File: config.mk
export PLATFORM = sky130hd
export DESIGN_NAME = wb_arbiter_flat
export DESIGN_NICKNAME = d
export VERILOG_FILES = /design/src/rtl/wb_arbiter_pkg.sv /design/src/rtl/wb_arbiter_if.sv /design/src/rtl/wb_arbiter_rr_arb2.sv /design/src/rtl/wb_arbiter.sv /design/src/flat_wrapper.sv
export SDC_FILE = /design/constraint.sdc
export NUM_CORES = 1
export LEC_CHECK = 0
export ABC_AREA = 1
export CAP_MARGIN = 20
export CORE_ASPECT_RATIO = 0.8
export CORE_MARGIN = 2
export CORE_UTILIZATION = 35
export DETAILED_ROUTE_END_ITERATION = 12
export GPL_ROUTABILITY_DRIVEN = 1
export PLACE_DENSITY = 0.81
export SLEW_MARGIN = 20
export SYNTH_ARGS = -nofsm -noshare
export SYNTH_HDL_FRONTEND = slang
export SYNTH_HIERARCHICAL = 1
export SYNTH_SLANG_ARGS = --single-unit
File: constraint.sdc
create_clock -name clk -period 1.4 [get_ports clk]
set_clock_uncertainty 0.05 [all_clocks]
set_input_delay 0.35 -clock clk [delete_from_list [all_inputs] [get_ports clk]]
set_output_delay 0.35 -clock clk [all_outputs]
set_load 0.005 [all_outputs]
File: src/rtl/wb_arbiter_pkg.sv
// Shared core definitions for the writeback arbiter: widths, requester IDs
// and the two-way round-robin pick function.
package wb_arbiter_pkg;

  localparam int XLEN_DEF = 32;
  localparam int REG_AW   = 5;

  typedef enum logic {
    REQ_ALU = 1'b0,
    REQ_LSU = 1'b1
  } req_id_e;

  // A lone requester always wins; on a tie the favoured requester wins.
  function automatic logic [1:0] rr_pick(input logic [1:0] req, input req_id_e favour);
    logic [1:0] g;
    g = 2'b00;
    case (req)
      2'b01:   g = 2'b01;
      2'b10:   g = 2'b10;
      2'b11:   g = (favour == REQ_ALU) ? 2'b01 : 2'b10;
      default: g = 2'b00;
    endcase
    return g;
  endfunction

endpackage

File: src/rtl/wb_arbiter_if.sv
// Writeback bus between the ALU/load-unit requesters, the arbiter and the
// register-file write port.
interface wb_arbiter_if #(
  parameter int XLEN = wb_arbiter_pkg::XLEN_DEF
);
  import wb_arbiter_pkg::*;

  logic              alu_valid;
  logic [REG_AW-1:0] alu_rd;
  logic [XLEN-1:0]   alu_data;
  logic              alu_ready;

  logic              lsu_valid;
  logic [REG_AW-1:0] lsu_rd;
  logic [XLEN-1:0]   lsu_data;
  logic              lsu_ready;

  logic              reg_write;
  logic [REG_AW-1:0] rd;
  logic [XLEN-1:0]   rd_data;

  modport master (
    output alu_valid, alu_rd, alu_data,
    output lsu_valid, lsu_rd, lsu_data,
    input  alu_ready, lsu_ready,
    input  reg_write, rd, rd_data
  );

  modport slave (
    input  alu_valid, alu_rd, alu_data,
    input  lsu_valid, lsu_rd, lsu_data,
    output alu_ready, lsu_ready,
    output reg_write, rd, rd_data
  );

endinterface

File: src/rtl/wb_arbiter_rr_arb2.sv
// Two-way round-robin arbiter: grant is combinational from req and the
// favour pointer, which flips to the other requester after every grant.
module rr_arb2
  import wb_arbiter_pkg::*;
(
  input  logic       clk,
  input  logic       rst_n,
  input  logic [1:0] req,
  output logic [1:0] grant
);

  req_id_e favour_q;
  req_id_e favour_d;

  // Grants are suppressed while reset is held so nothing is accepted.
  always_comb begin
    grant = 2'b00;
    if (rst_n) begin
      grant = rr_pick(req, favour_q);
    end
  end

  always_comb begin
    favour_d = favour_q;
    if (grant[0]) begin
      favour_d = REQ_LSU;
    end else if (grant[1]) begin
      favour_d = REQ_ALU;
    end
  end

  always_ff @(posedge clk or negedge rst_n) begin
    if (!rst_n) begin
      favour_q <= REQ_ALU;
    end else begin
      favour_q <= favour_d;
    end
  end

endmodule

File: src/rtl/wb_arbiter.sv
// Writeback arbiter: picks one of ALU/LSU per cycle, registers the winner
// into the register-file write stage and counts contended cycles.
module wb_arbiter
  import wb_arbiter_pkg::*;
#(
  parameter int XLEN  = XLEN_DEF,
  parameter int CNT_W = 16
) (
  input  logic             clk,
  input  logic             rst_n,
  wb_arbiter_if.slave      bus,
  output logic [CNT_W-1:0] conflict_cnt
);

  logic [1:0]        grant;
  logic              accept;
  logic              both_valid;
  logic [REG_AW-1:0] sel_rd;
  logic [XLEN-1:0]   sel_data;

  logic              wr_q;
  logic [REG_AW-1:0] rd_q;
  logic [XLEN-1:0]   data_q;

  rr_arb2 u_arb (
    .clk   (clk),
    .rst_n (rst_n),
    .req   ({bus.lsu_valid, bus.alu_valid}),
    .grant (grant)
  );

  assign bus.alu_ready = grant[0];
  assign bus.lsu_ready = grant[1];

  always_comb begin
    accept     = grant[0] | grant[1];
    both_valid = bus.alu_valid & bus.lsu_valid;
    sel_rd     = bus.alu_rd;
    sel_data   = bus.alu_data;
    if (grant[1]) begin
      sel_rd   = bus.lsu_rd;
      sel_data = bus.lsu_data;
    end
  end

  // Writes to x0 still complete the handshake but never reach the register file.
  always_ff @(posedge clk or negedge rst_n) begin
    if (!rst_n) begin
      wr_q   <= 1'b0;
      rd_q   <= '0;
      data_q <= '0;
    end else begin
      wr_q <= accept && (sel_rd != '0);
      if (accept) begin
        rd_q   <= sel_rd;
        data_q <= sel_data;
      end
    end
  end

  assign bus.reg_write = wr_q;
  assign bus.rd        = rd_q;
  assign bus.rd_data   = data_q;

  always_ff @(posedge clk or negedge rst_n) begin
    if (!rst_n) begin
      conflict_cnt <= '0;
    end else if (both_valid && (conflict_cnt != '1)) begin
      conflict_cnt <= conflict_cnt + CNT_W'(1);
    end
  end

endmodule

File: src/flat_wrapper.sv
// flat-port wrapper written by rule: the top's interface ports become plain ports
module wb_arbiter_flat import wb_arbiter_pkg::*;
#(
  parameter int XLEN  = XLEN_DEF,
  parameter int CNT_W = 16
)
  (clk, rst_n, conflict_cnt, bus_alu_valid, bus_alu_rd, bus_alu_data, bus_lsu_valid, bus_lsu_rd, bus_lsu_data, bus_alu_ready, bus_lsu_ready, bus_reg_write, bus_rd, bus_rd_data);
  wb_arbiter_if #(.XLEN(XLEN)) bus_i ();
  input  logic clk;
  input  logic rst_n;
  output logic [CNT_W-1:0] conflict_cnt;
  input wire logic [$bits(bus_i.alu_valid)-1:0] bus_alu_valid;
  input wire logic [$bits(bus_i.alu_rd)-1:0] bus_alu_rd;
  input wire logic [$bits(bus_i.alu_data)-1:0] bus_alu_data;
  input wire logic [$bits(bus_i.lsu_valid)-1:0] bus_lsu_valid;
  input wire logic [$bits(bus_i.lsu_rd)-1:0] bus_lsu_rd;
  input wire logic [$bits(bus_i.lsu_data)-1:0] bus_lsu_data;
  output wire logic [$bits(bus_i.alu_ready)-1:0] bus_alu_ready;
  output wire logic [$bits(bus_i.lsu_ready)-1:0] bus_lsu_ready;
  output wire logic [$bits(bus_i.reg_write)-1:0] bus_reg_write;
  output wire logic [$bits(bus_i.rd)-1:0] bus_rd;
  output wire logic [$bits(bus_i.rd_data)-1:0] bus_rd_data;
  assign bus_i.alu_valid = bus_alu_valid;
  assign bus_i.alu_rd = bus_alu_rd;
  assign bus_i.alu_data = bus_alu_data;
  assign bus_i.lsu_valid = bus_lsu_valid;
  assign bus_i.lsu_rd = bus_lsu_rd;
  assign bus_i.lsu_data = bus_lsu_data;
  assign bus_alu_ready = bus_i.alu_ready;
  assign bus_lsu_ready = bus_i.lsu_ready;
  assign bus_reg_write = bus_i.reg_write;
  assign bus_rd = bus_i.rd;
  assign bus_rd_data = bus_i.rd_data;
  wb_arbiter #(.XLEN(XLEN), .CNT_W(CNT_W)) u_core (.clk(clk), .rst_n(rst_n), .bus(bus_i), .conflict_cnt(conflict_cnt));
endmodule
## Word level (Yosys, flattened, before mapping)

Cells that the tools add are included.

- Output and inout bits: 56
- Bits in latches: 0
- Bits in registers: 55
- Bits in writable memories: 0
- Memories kept: 0
- Memory bits (read-only): 0
- Word-level logic and storage cells: 23
- Input bits: 78

- Magnitude comparators: 0
- Reductions and logical operators: 4
- Multiply operators: 0
- Equality and inequality tests: 4
- Bitwise logic cells: 2
- Divide/modulo/power cells: 0
- Muxes and demuxes: 7
- Add/sub/neg operators: 1
- Shift-type cells: 0

Operator list:

| operator | number |
|---|---|
| 2-to-1 mux 32 bit | 1 |
| adder 16 x 1 -> 16 bit (second input constant) | 1 |
| != test 16 bit (second input constant) | 1 |
| one-hot mux 2 bit (3 select lines) | 1 |
| 2-to-1 mux 5 bit | 1 |
| nonzero test 5 bit | 1 |
| == test 2 bit (second input constant) | 2 |
| 2-to-1 mux 2 bit | 2 |
| == test 2 x 1 -> 1 bit (second input constant) | 1 |
| logical AND 1 bit | 2 |
| 2-to-1 mux 1 bit | 2 |
| nonzero test 2 bit | 1 |
| bitwise AND 1 bit | 1 |
| bitwise OR 1 bit | 1 |

## Logic depth before layout (Yosys ltp)

Gate-level depths: netlist of run 1.

- Depth after elaboration: 6
- Depth in mapped cells: 10
- Gate-level depth less buffers: 8

## Cells and area by module

The synthesis of run 1 kept the hierarchy.

Modules (own cells, without submodules):

| module | cells each | area an instance (um2) | sequential area each (um2) | instances |
|---|---|---|---|---|
| wb_arbiter | 366 | 2,788.9 | 1,351.3 | 1 |
| rr_arb2 | 12 | 71.3 | 25.0 | 1 |

## Worst setup path before layout of run 1

Ideal clock, no wire load.

- Path type: register -> register
- Start point: register u_core.conflict_cnt[0]
- End point: register u_core.conflict_cnt[13]
- Data required time: 1,234 ps
- Library setup time: 116 ps
- Data arrival time: 1,313 ps
- Period minus slack after synthesis: 1,480 ps
- Cell stages (with the launch flop): 10
- Buffers on the path: 1
- Setup slack: -80 ps
- Cell sequence: dfrtp_1 ha_1 nand3_2 inv_2 nand2_2 nor2_4 nor2_2 buf_6 nand2_1 nand2_1

- Cells in the longest elaborated chain, start to end: 2
- Elaborated cells on any way between the ends: 3
- Those cells by class: add/sub (1); eq/ne (1); reduce/logical (1)

Ends and longest elaborated chain:

| element | RTL line | text |
|---|---|---|
| from (decl) | wb_arbiter.sv:12 | `output logic [CNT_W-1:0] conflict_cnt` |
| from (signal assigned) | wb_arbiter.sv:69 | `conflict_cnt <= conflict_cnt + CNT_W'(1);` |
| parallel branches: the longest is 2 deep, another holds adder 16 x 1 -> 16 bit | - |  |

Parallel ways; which one is timed is not known.
A chain may end at the register's enable or synchronous reset.

## Worst setup path in the final report of run 1

- Start point: register u_core.u_arb.favour_q
- End point: output port bus_lsu_ready

- Cells in the longest elaborated chain, start to end: 3

Ends and longest elaborated chain:

| element | RTL line | text |
|---|---|---|
| from (decl) | wb_arbiter_rr_arb2.sv:12 | `req_id_e favour_q;` |
| from (signal assigned) | wb_arbiter_rr_arb2.sv:36 | `favour_q <= favour_d;` |
| 2-to-1 mux 2 bit | wb_arbiter_pkg.sv:20 | `2'b11: g = (favour == REQ_ALU) ? 2'b01 : 2'b10;` |
| one-hot mux 2 bit (3 select lines) | wb_arbiter_pkg.sv:17 | `case (req)` |
| 2-to-1 mux 2 bit | wb_arbiter_rr_arb2.sv:18 | `if (rst_n) begin` |
| to (decl) | flat_wrapper.sv:19 | `output wire logic [$bits(bus_i.lsu_ready)-1:0] bus_lsu_ready;` |

Every way passes these cells.

==> results of run 1 <==
[per-layer routing]
| metal | vias up | track usage | routed length (um) | part of all wire |
|---|---|---|---|---|
| met3 | 23 | 0.0614 | 919 | 0.085 |
| li1 | 1648 | - | - | - |
| met2 | 175 | 0.378 | 5610 | 0.52 |
| met4 | 0 | 0.0582 | 161 | 0.015 |
| met1 | 1669 | 0.249 | 4080 | 0.38 |
| met5 | - | 0 | 0 | 0 |
[worst register-to-register path: stages (launching register included)]
cell and delay, ns:
dfrtp_1 0.42, buf_6 0.13, nand2_2 0.07, nor2_1 0.27
nand3_1 0.13, nand2_1 0.10, nand2_1 0.09, nand2_2 0.08
o21ai_2 0.05
[flip-flops by register name, indices dropped and copies added (netlist names)]
register	count
u_core/bus.rd_data	32
u_core/conflict_cnt	16
u_core/bus.reg_write	1
u_core/u_arb/favour_q	1
u_core/bus.rd	5
[timing repair]
action / in CTS / in global routing
pin swaps: 9 / 18
setup buffers: 26 / 23
resized for setup: 96 / 127
setup endpoints to repair: 108 / 94
cloned: 1 / 5
[final timing paths]
check	to	cells after the start	slack, ns
min in group clk	u_core/u_arb/favour_q$_DFFE_PN0P_	4	0.34
min	u_core/bus.rd_data[23]$_DFFE_PN0P_	2	0.18
max in group asynchronous	u_core/conflict_cnt[0]$_DFFE_PN0P_	2	0.60
max reg2reg	u_core/conflict_cnt[10]$_DFFE_PN0P_	8	-0.09
max	bus_lsu_ready	3	-0.1
min reg2reg	u_core/bus.rd_data[0]$_DFFE_PN0P_	2	0.44
[power by group through the flow]
stage	sequential (W)	clock [W]	combinational, W
final	0.00206	0.000910	0.00218
after global routing	0.00210	0.000998	0.00235
after CTS	0.00204	0.000935	0.00181
after detailed placement	0.00213	0	0.00170
after global placement	0.00212	0	0.00166
after floorplan	0.00214	0	0.000519
[through the flow]
stage,util,setup slack [ns],hold slack (ns)
2_1_floorplan,-,-0.0529,0.00441
3_3_place_gp,0.574,-0.599,0.416
3_5_place_dp,0.574,-0.653,0.418
4_1_cts,0.612,-0.104,0.216
5_1_grt,0.688,-0.158,0.235
6_report,0.688,-0.0953,0.184
[cell families after synthesis]
logic type	count (synthesis)
AND/OR/NAND/NOR	259
XOR/XNOR	4
flip-flops	55
adder cells (fa/ha/maj)	1
AO/OA/AOI/OAI	18
buffers and inverters	41
[synthesized netlist by cell type]
cell type  number  area (um^2)
nand2_1       141          529
nand3_1        74          370
dfrtp_1        55         1380
inv_1          21         78.8
nor2_1         20         75.1
clkbuf_1        9         33.8
nand2_2         6         37.5
nand4_1         6         37.5
nor2_2          6         37.5
o21ai_2         6         52.6
a31oi_1         5         31.3
buf_2           5         25.0
o21ai_0         5         25.0
xnor2_1         4         35.0
inv_2           3         11.3
a21oi_1         2         10.0
buf_6           2         22.5
nor2_4          2         22.5
buf_4           1         7.51
ha_1            1         12.5
nand3_2         1         10.0
nand3b_1        1         7.51
nor3_1          1         5.00
or2_2           1         6.26
[final cells by class]
class | count | area, um^2
fillers | 588 | 2480
repair buffers | 223 | 2160
well taps | 108 | 135
inverters | 24 | 103
clock buffers | 6 | 72.6
flip-flops and latches | 55 | 1380
multi-input cells | 283 | 1600
clock inverters | 2 | 17.5
==> out/results.ini, run 1 <==
[grt]
grt_pass1_wl_um=15000
overflow=0
grt_max_degree=56
grt_pass1_vias=3215
antenna_found_initial=0
grtUsageTotal=0.211

[timing]
fin_setup_tns_ns=-1.06
finalWorstSetupSlack_ns=-0.0953
clock.fmax_mhz=669
relSlewSlack=0.521
setup_viol=21
hold_viol=0
period_minus_slack_ns=1.50
worst_slew_pin_slew_ns=0.719
post-route-period-util=1.07
maxSlewViolCount=0
rsz0062_at_grt=yes

[placement]
post-place-cells=638
dpl.hpwl_um=6880
postPlaceCellArea_um2=4560
place_congestion=0.879
io_buffer_count=133

[worst_setup_path]
worstSetupStartpointType=flip-flop
startpoint=u_core/u_arb/favour_q$_DFFE_PN0P_
critPathSlowestCell=dfrtp_1
path_class=reg2out
crit_required_ns=1.00
crit_chain=inv_2, a21oi_4, buf_2
worst-path-max-fanout=3
timing.critical_path.max_delay_family=flip-flops
worstPathArrival_ns=1.10
reg2reg_from=u_core/conflict_cnt[9]$_DFFE_PN0P_
cpPeakStageDelay_ns=0.41
path_buf_inv=2
endpoint_kind=primary output

[clock_network]
ctsHoldBuffers=0
clk_pin_slew_ns=0.11
cts_root_buf=clkbuf_8
insertion_delay_ns=0.32
cts_tree=yes
htree_num_levels=2
cts_made_buffers=5
clockBufferDepth=2
cts_sinks=55

[finish]
layout_common_cells=111 x nand2_1, 74 x clkdlybuf4s50_1, 65 x buf_4
mostFrequentLayoutCell=nand2_1
fin_nets=671
fin_cells=701
area_delta_synth_final_pct=91.1
drive_above_1_share=0.322
antenna_cells=0
final_area_um2=5470

[routing]
routed_wl_um=10800
firstDrtPassIters=5
wl_per_cell_um=15.4
drc_errors=0
vias_per_cell=5.01
route.antenna.remaining_nets=0
drt_iter0_drc=181
vias=3515

[power]
p_clk_frac=0.177
p_per_area_nw_per_um2=943
combPwrFrac=0.423
p_seq_frac=0.400
finalPower_w=0.00515
ir_drop_uv=520
p_sw_frac=0.325
power_leakage_nw=2.65
p_int_w=0.00348
switchingPower_w=0.00167

[floorplan]
start_util=0.360
rows=29
die_area_um2=8920
io_pins=134
die_w_um=105
die_y_um=84.9
core_um2=7950

[synth]
syn-num-nets=457
yosysWarnings=6
synth-compound-area-share=0.0416
yosysSeqAreaShare=0.481
synth_cell_types=24
synth-xor-area-share=0.0122
synth_area_um2=2860
synthAdderAreaFrac=0.00437
syn_area_per_cell_um2=7.57
synth_cells=378
synth_top_family_by_area=simple AND/OR/NAND/NOR gates
yosys.area_share.simple=0.398
muxShareOfSynthArea=0
ys_ff_latch=55

[outcome]
violations=negative setup slack
outcome=finished with violations

[flow_run]
maxCapViolations=0

[min_path]
hold_class=in2async

Note: power is estimated with default switching activity, not from simulation.
==> run 2: changes to the inputs <==
--- a/config.mk
+++ b/config.mk
@@ -12,7 +12,7 @@
 export CORE_UTILIZATION = 35
 export DETAILED_ROUTE_END_ITERATION = 12
 export GPL_ROUTABILITY_DRIVEN = 1
-export PLACE_DENSITY = 0.81
+export PLACE_DENSITY = 0.79
 export SLEW_MARGIN = 20
 export SYNTH_ARGS = -nofsm -noshare
 export SYNTH_HDL_FRONTEND = slang
==> out/results.ini, run 2 (same netlist as run 1, synthesis figures left out) <==
[floorplan]
core_um2=7950  ; unchanged
die_w_um=105  ; unchanged
io_pins=134  ; unchanged
die_area_um2=8920  ; unchanged
start_util=0.360  ; unchanged
die_y_um=84.9  ; unchanged
rows=29  ; unchanged

[routing]
firstDrtPassIters=4  ; -1
met1_length_um=4520  ; +11%
wl_per_cell_um=17.5  ; +14%
wl_met3_um=844  ; -8.2%
drt_iter0_drc=109  ; -40%
vias=3571  ; +1.6%
drc_errors=0  ; unchanged
highest_layer=met4
wl_met2_um=6510  ; +16%
vias_per_cell=5.09  ; +1.6%
routed_wl_um=12300  ; +14%
route.antenna.remaining_nets=0  ; unchanged

[worst_setup_path]
startpoint=u_core/conflict_cnt[0]$_DFFE_PN0P_
path_depth=10  ; +7
endpoint_kind=flip-flop
crit_required_ns=1.57  ; +0.57 ns
crit_chain=buf_6, ha_4, nand3_4, buf_6, nor2_4, nand2_4, buf_6, nand3_2, nand2_1, nand2_1
worstSetupStartpointType=flip-flop
timing.critical_path.max_delay_family=simple AND/OR/NAND/NOR gates
r2r_end=u_core/conflict_cnt[15]$_DFFE_PN0P_
reg2reg_slack_ns=-0.13  ; -0.04 ns
path_buf_inv=3  ; +1
setup.worst_path.end=u_core/conflict_cnt[15]$_DFFE_PN0P_
worstPathArrival_ns=1.70  ; +0.60 ns
critPathSlowestCell=dfrtp_2
worst-path-max-fanout=4  ; +1
cpPeakStageDelay_ns=0.42  ; about the same
reg2reg_from=u_core/conflict_cnt[0]$_DFFE_PN0P_
reg2reg_depth=10  ; +2
crit_top_cell=buf_6
path_class=reg2reg

[grt]
antenna_found_initial=0  ; unchanged
grtUsageTotal=0.221  ; +0.00924
grt_max_degree=56  ; unchanged
grt_pass1_wl_um=15700  ; +4.6%
grt_pass1_vias=3301  ; +2.7%
overflow=0  ; unchanged

[timing]
period_minus_slack_ns=1.53  ; +0.0350 ns
hold_viol=0  ; unchanged
worst_slew_pin_slew_ns=0.717  ; -0.00172 ns
setup_viol=52  ; +150%
rsz0062_at_grt=yes
relSlewSlack=0.522  ; +0.00115
post-route-period-util=1.09  ; +0.0250
maxSlewViolCount=0  ; unchanged
clock.fmax_mhz=653  ; -2.3%
finalWorstSetupSlack_ns=-0.130  ; -0.0350 ns

[finish]
largest_reg_flops=32  ; unchanged
fin_nets=671  ; unchanged
layout_common_cells=77 x nand2_1, 74 x clkdlybuf4s50_1, 62 x buf_4
n_fill_cell=480  ; -18%
drive_above_1_share=0.476  ; +0.153
antenna_cells=0  ; unchanged
final_area_um2=6020  ; +10%
mostFrequentLayoutCell=nand2_1
area_delta_synth_final_pct=111
final_core_util=0.758  ; +0.0699

[clock_network]
clockBufferDepth=2  ; unchanged
ctsHoldBuffers=0  ; unchanged
cts_made_buffers=5  ; unchanged
cts_tree=yes
insertion_delay_ns=0.31  ; about the same
htree_num_levels=2  ; unchanged
cts_root_buf=clkbuf_8
clk_pin_slew_ns=0.10  ; about the same
cts_sinks=55  ; unchanged

[min_path]
hold_class=in2async

[placement]
postPlaceCellArea_um2=4520  ; -0.88%
dpl.hpwl_um=6800  ; -1.0%
io_buffer_count=133  ; unchanged
place_congestion=0.938  ; +6.7%

[power]
ir_drop_uv=594  ; +14%
p_per_area_nw_per_um2=925  ; -1.9%
power_leakage_nw=2.91  ; +9.7%

[outcome]
violations=negative setup slack
outcome=finished with violations

[flow_run]
maxCapViolations=0  ; unchanged

## run 2: how the worst min path moves through the flow
stage | startpoint | to | slack, ns | cells past startpoint
2_1_floorplan | rst_n | u_core/bus.rd[0]$_DFFE_PN0P_ | 0.004 | 0
3_5_place_dp | u_core/bus.rd_data[25]$_DFFE_PN0P_ | u_core/bus.rd_data[25]$_DFFE_PN0P_ | 0.42 | 2
3_3_place_gp | u_core/bus.rd_data[30]$_DFFE_PN0P_ | u_core/bus.rd_data[30]$_DFFE_PN0P_ | 0.42 | 2
6_report | rst_n | u_core/conflict_cnt[12]$_DFFE_PN0P_ | 0.18 | 2
5_1_grt | rst_n | u_core/conflict_cnt[8]$_DFFE_PN0P_ | 0.26 | 2
4_1_cts | rst_n | u_core/bus.rd[3]$_DFFE_PN0P_ | 0.22 | 2
## run 2: worst register-to-register path: stages, from the launching register on
cell and delay (ns):
dfrtp_2 0.42, buf_6 0.13, ha_4 0.16, nand3_4 0.08, buf_6 0.11, nor2_4 0.03
nand2_4 0.12, buf_6 0.14, nand3_2 0.07, nand2_1 0.08, nand2_1 0.06
## run 2: metrics by stage
step | hold slack [ns] | worst slack, ns | setup TNS [ns] | total power (W) | instances
final | 0.185 | -0.130 | -2.92 | 0.00557 | 701
after global routing | 0.261 | -0.183 | -5.93 | 0.00585 | 701
after CTS | 0.221 | -0.158 | -1.00 | 0.00485 | 672
after detailed placement | 0.418 | -0.707 | -31.53 | 0.00382 | 631
after global placement | 0.415 | -0.602 | -27.55 | 0.00377 | 631
after floorplan | 0.00441 | -0.0529 | -1.58 | 0.00266 | 378
## run 2: repair_timing
item                       in CTS  in global routing
cloned                          2                  7
gates resized for setup       122                243
buffers inserted               32                 24
pin swaps                      18                 40
setup endpoints to repair     108                 92
## run 2: cell type report
cell class	count	area [um^2]	area share
Clock buffer	6	72.6	0.0121
Clock inverter	2	17.5	0.00291
Inverter	24	121	0.0202
Multi-Input combinational cell	283	2070	0.343
Sequential cell	55	1380	0.229
Tap cell	108	135	0.0224
Timing Repair Buffer	223	2230	0.370
## run 2: per-layer routing
metal  up-vias  track usage
met5         -            0
met2       142        0.403
met1      1745        0.246
met3        35       0.0722
met4         0       0.0679
li1       1649            -
## run 2: power breakdown
part	leakage [nW]	total, W	switching [W]	internal [W]
combinational	2.18	0.00255	0.00114	0.00141
sequential	0.680	0.00210	0.000226	0.00188
clock	0.0454	0.000920	0.000559	0.000361
==> run 3: changes to the inputs <==
--- a/config.mk
+++ b/config.mk
@@ -9,10 +9,10 @@
 export CAP_MARGIN = 20
 export CORE_ASPECT_RATIO = 0.8
 export CORE_MARGIN = 2
-export CORE_UTILIZATION = 35
+export CORE_UTILIZATION = 37
 export DETAILED_ROUTE_END_ITERATION = 12
 export GPL_ROUTABILITY_DRIVEN = 1
-export PLACE_DENSITY = 0.79
+export PLACE_DENSITY = 0.82
 export SLEW_MARGIN = 20
 export SYNTH_ARGS = -nofsm -noshare
 export SYNTH_HDL_FRONTEND = slang
==> out/results.ini, run 3 (same netlist as run 1, synthesis figures left out) <==
[routing]
drc_errors=0  ; unchanged
wl_per_cell_um=17.0  ; -2.9%
routed_wl_um=11700  ; -4.1%
firstDrtPassIters=5  ; +1
drt_iter0_drc=166  ; +52%
route.antenna.remaining_nets=0  ; unchanged
vias_per_cell=5.19  ; +1.8%
vias=3590  ; +0.53%

[clock_network]
clk_pin_slew_ns=0.12  ; +0.02 ns
clockBufferDepth=2  ; unchanged
cts_sinks=55  ; unchanged
ctsHoldBuffers=0  ; unchanged
htree_num_levels=2  ; unchanged
cts_root_buf=clkbuf_8
insertion_delay_ns=0.32  ; about the same
cts_tree=yes
cts_made_buffers=5  ; unchanged

[min_path]
hold_class=in2async

[floorplan]
die_w_um=102  ; -2.6%
core_um2=7460  ; -6.1%
die_y_um=82.6  ; -2.6%
io_pins=134  ; unchanged
die_area_um2=8450  ; -5.2%
rows=28  ; -3.4%
start_util=0.383  ; +0.0234

[timing]
rsz0062_at_grt=yes
period_minus_slack_ns=1.60  ; +0.0717 ns
relSlewSlack=0.522  ; about the same
worst_slew_pin_slew_ns=0.717  ; +0.000189 ns
finalWorstSetupSlack_ns=-0.202  ; -0.0717 ns
post-route-period-util=1.14  ; +0.0512
clock.fmax_mhz=624  ; -4.5%
maxSlewViolCount=0  ; unchanged
hold_viol=0  ; unchanged
setup_viol=56  ; +7.7%

[worst_setup_path]
crit_chain=buf_6, ha_4, nand3_4, buf_6, nor2_4, nand2_4, buf_6, nand3_2, nand2_1, nand2_1
timing.critical_path.max_delay_family=simple AND/OR/NAND/NOR gates
worstSetupStartpointType=flip-flop
crit_top_cell=buf_6
endpoint_kind=flip-flop
path_buf_inv=3  ; unchanged
worst-path-max-fanout=4  ; unchanged
cpPeakStageDelay_ns=0.43  ; about the same
path_class=reg2reg
worstPathArrival_ns=1.76  ; +0.06 ns
crit_required_ns=1.56  ; about the same
critPathSlowestCell=dfrtp_2

[power]
power_leakage_nw=2.69  ; -7.3%
p_per_area_nw_per_um2=968  ; +4.7%
ir_drop_uv=644  ; +8.5%

[finish]
final_core_util=0.752  ; -0.00632
area_delta_synth_final_pct=96.1
fin_nets=665  ; -0.89%
layout_common_cells=92 x nand2_1, 74 x clkdlybuf4s50_1, 57 x nand3_1
antenna_cells=0  ; unchanged
drive_above_1_share=0.385  ; -0.0905
largest_reg_flops=32  ; unchanged
fin_cells=692  ; -1.3%
mostFrequentLayoutCell=nand2_1

[outcome]
outcome=finished with violations
violations=negative setup slack

[grt]
grt_pass1_wl_um=16400  ; +4.0%
grt_pass1_vias=3521  ; +6.7%
grt_max_degree=56  ; unchanged
overflow=0  ; unchanged
antenna_found_initial=0  ; unchanged
grtUsageTotal=0.252  ; +0.0309

[placement]
place_congestion=0.852  ; -9.2%
dpl.hpwl_um=6790  ; -0.22%
post-place-cells=625  ; -0.95%
io_buffer_count=133  ; unchanged

[flow_run]
maxCapViolations=0  ; unchanged

run 3: path summary, 6_finish.rpt:
kind	startpoint	endpoint	slack, ns	cells after the start
max	u_core/conflict_cnt[0]$_DFFE_PN0P_	u_core/conflict_cnt[15]$_DFFE_PN0P_	-0.20	10
min	rst_n	u_core/bus.rd_data[8]$_DFFE_PN0P_	0.20	2
max reg2reg	u_core/conflict_cnt[0]$_DFFE_PN0P_	u_core/conflict_cnt[15]$_DFFE_PN0P_	-0.20	10
min reg2reg	u_core/bus.rd_data[30]$_DFFE_PN0P_	u_core/bus.rd_data[30]$_DFFE_PN0P_	0.45	2
max in group asynchronous	rst_n	u_core/conflict_cnt[10]$_DFFE_PN0P_	0.57	2
min in group clk	rst_n	u_core/u_arb/favour_q$_DFFE_PN0P_	0.35	4
run 3: what timing repair did:
| item | 4_1_cts | 5_1_grt |
|---|---|---|
| pin swaps | 14 | 27 |
| setup buffers | 35 | 24 |
| endpoints found under the setup margin | 108 | 94 |
| gates cloned | 4 | 4 |
| gates resized for setup | 142 | 144 |
run 3: metrics by stage:
| step | TNS [ns] | instance area (um^2) | hold WS, ns | total power (W) | setup WS (ns) |
|---|---|---|---|---|---|
| final | -5.81 | 5610 | 0.205 | 0.00543 | -0.202 |
| after global routing | -8.30 | 5610 | 0.243 | 0.00569 | -0.241 |
| after CTS | -2.71 | 5070 | 0.216 | 0.00501 | -0.135 |
| after detailed placement | -31.12 | 4490 | 0.424 | 0.00379 | -0.667 |
| after global placement | -26.67 | 4490 | 0.416 | 0.00374 | -0.593 |
| after floorplan | -1.58 | 2880 | 0.00441 | 0.00266 | -0.0529 |
run 3: routing by layer:
| metal | vias up | share of wire | global-route usage |
|---|---|---|---|
| met4 | 0 | 0.038 | 0.112 |
| met2 | 180 | 0.53 | 0.459 |
| met3 | 36 | 0.074 | 0.0690 |
| li1 | 1636 | - | - |
| met5 | - | 0 | 0 |
| met1 | 1738 | 0.36 | 0.276 |
run 3: area by class of cell:
type                       count  area, um^2
timing repair buffer         217        2120
multi-input combinational    283        1770
clock buffer                   6        82.6
clock inverter                 2        17.5
sequential                    55        1380
inverter                      24         104
fill                         511        1850
tap                          105         131
run 3: power breakdown:
group,internal [W],switching (W)
Combinational,0.00128,0.00106
Sequential,0.00188,0.000196
Clock,0.000416,0.000592
